File: config.mk
export PLATFORM = sky130hd
export DESIGN_NAME = cot_pwm_ctrl
export DESIGN_NICKNAME = d
export VERILOG_FILES = /design/src/rtl/pwm_pkg.sv /design/src/rtl/cot_timer.sv /design/src/rtl/cot_pwm_ctrl.sv
export SDC_FILE = /design/constraint.sdc
export NUM_CORES = 1
export LEC_CHECK = 0
export ABC_AREA = 1
export BUFFER_PORTS_ARGS = -buffer_cell sky130_fd_sc_hd__buf_4
export CAP_MARGIN = 20
export CORE_MARGIN = 5
export CORE_UTILIZATION = 53
export DETAILED_ROUTE_END_ITERATION = 8
export GPL_TIMING_DRIVEN = 0
export PLACE_DENSITY = 0.81
export SYNTH_ARGS = -nofsm -noshare
export SYNTH_HDL_FRONTEND = slang
export SYNTH_SLANG_ARGS = --single-unit
File: constraint.sdc
create_clock -name clk -period 3.2 [get_ports clk]
set_clock_uncertainty 0.15 [all_clocks]
set_input_delay 0.8 -clock clk [delete_from_list [all_inputs] [get_ports clk]]
set_output_delay 0.8 -clock clk [all_outputs]
set_load 0.05 [all_outputs]
File: src/rtl/pwm_pkg.sv
// Shared definitions for the constant-on-time PWM sequencer:
// state encoding and default widths.
package pwm_pkg;

  localparam int ST_W      = 3;
  localparam int CNT_W_DEF = 16;
  localparam int DT_W_DEF  = 8;

  typedef enum logic [ST_W-1:0] {
    IDLE  = 3'd0,
    DT1   = 3'd1,
    HS_ON = 3'd2,
    DT2   = 3'd3,
    LS_ON = 3'd4,
    FAULT = 3'd5
  } pwm_state_e;

endpackage

File: src/rtl/cot_timer.sv
// Loadable down-counter shared by all timed phases of the PWM sequencer.
// A load value of 0 or 1 gives a one-cycle phase; the counter then rests
// at 1 so 'expired' stays asserted until the next load.
module cot_timer
  import pwm_pkg::*;
#(
  parameter int W = CNT_W_DEF
) (
  input  logic         clk,
  input  logic         rst,
  input  logic         load,
  input  logic [W-1:0] load_val,
  output logic         expired
);

  localparam logic [W-1:0] ONE = W'(1);

  logic [W-1:0] cnt_r;

  // Load on phase entry (zero clamped to one), then count down to one and hold.
  always_ff @(posedge clk or posedge rst) begin
    if (rst) begin
      cnt_r <= '0;
    end else if (load) begin
      cnt_r <= (load_val == '0) ? ONE : load_val;
    end else if (cnt_r > ONE) begin
      cnt_r <= cnt_r - ONE;
    end else begin
      cnt_r <= cnt_r;
    end
  end

  assign expired = (cnt_r <= ONE);

endmodule

File: src/rtl/cot_pwm_ctrl.sv
// Constant-on-time PWM sequencer for one synchronous buck half-bridge.
// Cycle: trigger -> dead time -> high side on -> dead time -> low side on
// (minimum off-time) -> re-arm. Latches external faults until cleared.
// Optional macro COT_ZCD_EN adds a zero-cross input for diode emulation.
module cot_pwm_ctrl
  import pwm_pkg::*;
#(
  parameter int CNT_W = CNT_W_DEF,
  parameter int DT_W  = DT_W_DEF,
  parameter int ST_W  = pwm_pkg::ST_W
) (
  input  logic             clk,
  input  logic             rst,
  input  logic             en,
  input  logic             set,
  input  logic [CNT_W-1:0] ton_cycles,
  input  logic [DT_W-1:0]  dt_cycles,
  input  logic [CNT_W-1:0] toff_min_cycles,
  input  logic             fault,
  input  logic             fault_clr,
`ifdef COT_ZCD_EN
  input  logic             zcd,
`endif
  output logic             hs_gate,
  output logic             ls_gate,
  output logic             cycle_done,
  output logic             fault_latched,
  output logic [ST_W-1:0]  state
);

  pwm_state_e       state_r;
  pwm_state_e       state_nxt_s;
  logic             load_s;
  logic [CNT_W-1:0] load_val_s;
  logic             tmr_expired_s;
  logic             zcd_s;
  logic             hs_gate_r;
  logic             ls_gate_r;
  logic             cycle_done_r;
  logic             fault_latched_r;

`ifdef COT_ZCD_EN
  assign zcd_s = zcd;
`else
  assign zcd_s = 1'b0;
`endif

  cot_timer #(.W(CNT_W)) u_timer (
    .clk      (clk),
    .rst      (rst),
    .load     (load_s),
    .load_val (load_val_s),
    .expired  (tmr_expired_s)
  );

  // Next-state logic; a sampled fault overrides every other transition.
  always_comb begin
    state_nxt_s = state_r;
    if (fault) begin
      state_nxt_s = FAULT;
    end else begin
      case (state_r)
        IDLE: begin
          if (en && set) state_nxt_s = DT1;
          else           state_nxt_s = IDLE;
        end
        DT1: begin
          if (tmr_expired_s) state_nxt_s = HS_ON;
          else               state_nxt_s = DT1;
        end
        HS_ON: begin
          if (tmr_expired_s) state_nxt_s = DT2;
          else               state_nxt_s = HS_ON;
        end
        DT2: begin
          if (!tmr_expired_s) state_nxt_s = DT2;
          else if (en)        state_nxt_s = LS_ON;
          else                state_nxt_s = IDLE;
        end
        LS_ON: begin
          // set is not honoured until the minimum off-time has elapsed
          if (!tmr_expired_s) state_nxt_s = LS_ON;
          else if (!en)       state_nxt_s = IDLE;
          else if (set)       state_nxt_s = DT1;
          else if (zcd_s)     state_nxt_s = IDLE;
          else                state_nxt_s = LS_ON;
        end
        FAULT: begin
          if (fault_clr) state_nxt_s = IDLE;
          else           state_nxt_s = FAULT;
        end
        // Unreachable encodings shut the bridge down.
        default: state_nxt_s = FAULT;
      endcase
    end
  end

  // Reload the shared timer on every state change with the new phase length.
  always_comb begin
    load_s     = (state_nxt_s != state_r);
    load_val_s = '0;
    case (state_nxt_s)
      DT1, DT2: load_val_s = CNT_W'(dt_cycles);
      HS_ON:    load_val_s = ton_cycles;
      LS_ON:    load_val_s = toff_min_cycles;
      default:  load_val_s = '0;
    endcase
  end

  // State register.
  always_ff @(posedge clk or posedge rst) begin
    if (rst) state_r <= IDLE;
    else     state_r <= state_nxt_s;
  end

  // Output flops decoded from the next state so they track state_r exactly.
  always_ff @(posedge clk or posedge rst) begin
    if (rst) begin
      hs_gate_r       <= 1'b0;
      ls_gate_r       <= 1'b0;
      cycle_done_r    <= 1'b0;
      fault_latched_r <= 1'b0;
    end else begin
      hs_gate_r       <= (state_nxt_s == HS_ON);
      ls_gate_r       <= (state_nxt_s == LS_ON);
      cycle_done_r    <= (state_r == HS_ON) && (state_nxt_s == DT2);
      fault_latched_r <= (state_nxt_s == FAULT);
    end
  end

  assign hs_gate       = hs_gate_r;
  assign ls_gate       = ls_gate_r;
  assign cycle_done    = cycle_done_r;
  assign fault_latched = fault_latched_r;
  assign state         = ST_W'(state_r);

endmodule

==> impl_metrics.json <==
{
  "run_status": "completed",
  "die-height_um": 70.26,
  "synth.avg_cell_area_sq_um": 6.330,
  "rows": 21,
  "number_of_i_o_pins": 53,
  "path_depth": 15,
  "hold_end": "u_timer.cnt_r[1]",
  "worst-setup-path-type": "reg2reg",
  "postCtsSetupRepairBufs": 0,
  "hp-class": "reg2reg",
  "drtPass1Iterations": 4,
  "grt_max_degree": 24,
  "rsz0062_at_grt": "false",
  "root_buffer": "clkbuf_4",
  "worst_slew_margin_rel_pct": 39.52,
  "route.detailed.drc": 0,
  "h-tree-depth": 1,
  "hold_path_startpoint": "u_timer.cnt_r[1]",
  "critPathTopFamily": "simple AND/OR/NAND/NOR gates",
  "report.final.hold_viol_count": 0,
  "hold_path_depth": 2,
  "number_of_drc_markers_in_iteration_0": 137,
  "worst-path-max-fanout": 10,
  "cts_resized": 0,
  "finish.net_count": 409,
  "path_buf_inv": 3,
  "rr_endpoint": "u_timer.cnt_r[5]",
  "cts_inserted_buffers": 3,
  "final_min_period_over_clock_period_pct": 86.13,
  "power.density_cell_area_nw_per_um2": 787.6,
  "routed_via_density": 5.012,
  "fillers": 314,
  "tightestPinTransition_ps": 906.2,
  "synthesis.instances": 304,
  "dieArea_sq_um": 4936,
  "routed-via-count": 2035,
  "critical_path.slowest_cell": "dfrtp_1",
  "cts_num_sinks": 23,
  "yosys_warning_total": 0,
  "path_common_cell": "nand2_1",
  "multiInputGateArea_sq_um": 1167,
  "drive_gt1_share_pct": 23.61,
  "power.leakage_nw": 1.323,
  "yosysSeqAreaShare_pct": 29.91,
  "endpoint_kind": "flip-flop",
  "drv_slew": 0,
  "ctsLongestPathBuffers": 2,
  "grt_first_pass_wirelength_mm": 8.376,
  "timing.critical_path.from": "u_timer.cnt_r[0]",
  "timing.max_cap.violations": 0,
  "cts_tree": "yes",
  "timing.rr.start": "u_timer.cnt_r[0]",
  "grt_util_all_layers_pct": 20.62,
  "routed_wl_mm": 5.079,
  "initial_utilization_pct": 56.34,
  "fp.coreArea_sq_um": 3416,
  "fmax_mhz": 362.8,
  "timing.setup.tns_ps": 0,
  "synth_area_sq_um": 1924,
  "post-dp-hpwl_mm": 4.137,
  "die_x_um": 70.26,
  "layout-area-overhead-vs-synth_pct": 24.71,
  "first_global_vias": 1863,
  "cts-hold-fix-buffers": 0,
  "finalSetupViolations": 0,
  "initial_antenna_violation_count": 0,
  "rr_worst_depth": 15,
  "timing.final.crit_period_ps": 2756,
  "syn_nets": 352,
  "detail-route-antenna-nets": 0,
  "flop_to_flop_setup_slack_ps": 440,
  "arrival_ps": 2810,
  "global_route.overflow_total": 0,
  "path_clk_slew_ps": 140,
  "synth_cell_types": 27,
  "final_weighted_congestion_of_routability_driven_global_placement": 0.8588,
  "port_buffers": 52,
  "worst_voltage_drop_across_the_vdd_grid_mv": 0.3710,
  "clock_insertion_delay_worst_skew_ps": 320,
  "area.sequential_sq_um": 575.6,
  "insertedDiodeCount": 0,
  "cp_cell_sequence": "inv_1, ha_1, inv_1, nand2_1, nand2_1, nor2_2, nand3_1, nand2_1, nand3_2, xor2_1, a21oi_1, nand2_2, nor2_2, buf_4, a21oi_1",
  "worstSetupStartpointType": "flip-flop",
  "worst_path_largest_cell_delay_ps": 440,
  "worst_ep_required_time_ps": 3260,
  "ys_ff_latch": 23,
  "drt-wirelength-per-cell_um": 12.51,
  "fin_util_pct": 70.26
}
flip-flops by register name, summed over array words and instances, names as in the netlist:
signal,count
cycle_done,1
fault_latched,1
hs_gate,1
ls_gate,1
state,3
u_timer.cnt_r,16
cells in the final DEF (no fill, tap or decap), types with 3 or more instances in the layout:
master / instances
nand3_1: 28
clkbuf_4: 3
buf_4: 53
inv_1: 29
nand2_1: 92
nand2_2: 4
dfrtp_1: 23
inv_2: 3
nor3_1: 7
nand4_1: 3
nor2_1: 51
xor2_1: 6
a21oi_1: 20
nor2_2: 5
buf_6: 4
o21ai_0: 9
nor2_4: 3
synth_stat cells (all sizes together):
cell type	number	area share, %
nand2	96	19
nor2	60	14
buf	6	3.0
xor2	6	2.7
xnor2	2	0.91
ha	2	1.3
clkinv	1	0.19
o21a	1	0.39
o31ai	1	1.1
o21ai	10	2.6
nor3	9	2.9
or2	2	0.65
dfrtp	23	30
inv	32	6.2
a21oi	20	5.2
nand4	3	0.98
nand3	30	8.3
how the worst max path moves through the flow:
| stage | to | slack [ps] |
|---|---|---|
| 6_report | u_timer.cnt_r[5] | 440 |
| 5_1_grt | u_timer.cnt_r[10] | 210 |
| 4_1_cts | u_timer.cnt_r[5] | 480 |
| 3_5_place_dp | u_timer.cnt_r[5] | 500 |
| 3_3_place_gp | u_timer.cnt_r[3] | 550 |
| 2_1_floorplan | u_timer.cnt_r[15] | 770 |
stage by stage:
| step | instance area [sq um] | setup WS [ps] | hold WS, ps | cells | power (mW) |
|---|---|---|---|---|---|
| after global placement | 2372 | 545.6 | 406.4 | 402 | 1.719 |
| final | 2400 | 443.8 | 435.5 | 406 | 1.890 |
| after global routing | 2400 | 206.7 | 478.2 | 406 | 2.063 |
| after floorplan | 1924 | 767.2 | 374.7 | 304 | 1.450 |
| after detailed placement | 2372 | 499.5 | 412.4 | 402 | 1.743 |
| after CTS | 2400 | 482.8 | 438.5 | 406 | 1.890 |
report_power, final:
group	total [mW]	internal, mW	switching, mW
Sequential	0.474	0.385	0.0897
Clock	0.141	0.0467	0.0940
Combinational	1.27	0.464	0.811
Total	1.89	0.896	0.994
area by class of cell:
class	instances	share of cell area (%)
inverters	33	5.162
well taps	46	2.398
flip-flops and latches	23	23.98
clock buffers	3	0.9385
plain buffers	6	2.398
clock inverters	1	0.2086
multi-input cells	242	48.64
repair buffers	52	16.27
worst min-delay path: stages, from the launching register on:
cell and delay (ps):
dfrtp_1 400, inv_1 90, a21oi_1 70
metal layers:
| layer | vias up | part of all wire, % | global-route usage (%) |
|---|---|---|---|
| met5 | - | 0 | 0 |
| met4 | 0 | 0.59 | 4.468 |
| met3 | 2 | 6.6 | 2.582 |
| met2 | 68 | 45 | 32.85 |
| met1 | 890 | 48 | 29.68 |
| li1 | 1075 | - | - |
cells by family after synthesis:
| group | synth area share (%) |
|---|---|
| flip-flops | 29.91 |
| AO/OA/AOI/OAI | 9.298 |
| adder cells (fa/ha/maj) | 1.300 |
| AND/OR/NAND/NOR | 46.42 |
| buffers and inverters | 9.427 |
| XOR/XNOR | 3.641 |
Note: power is estimated with default switching activity, not from simulation.
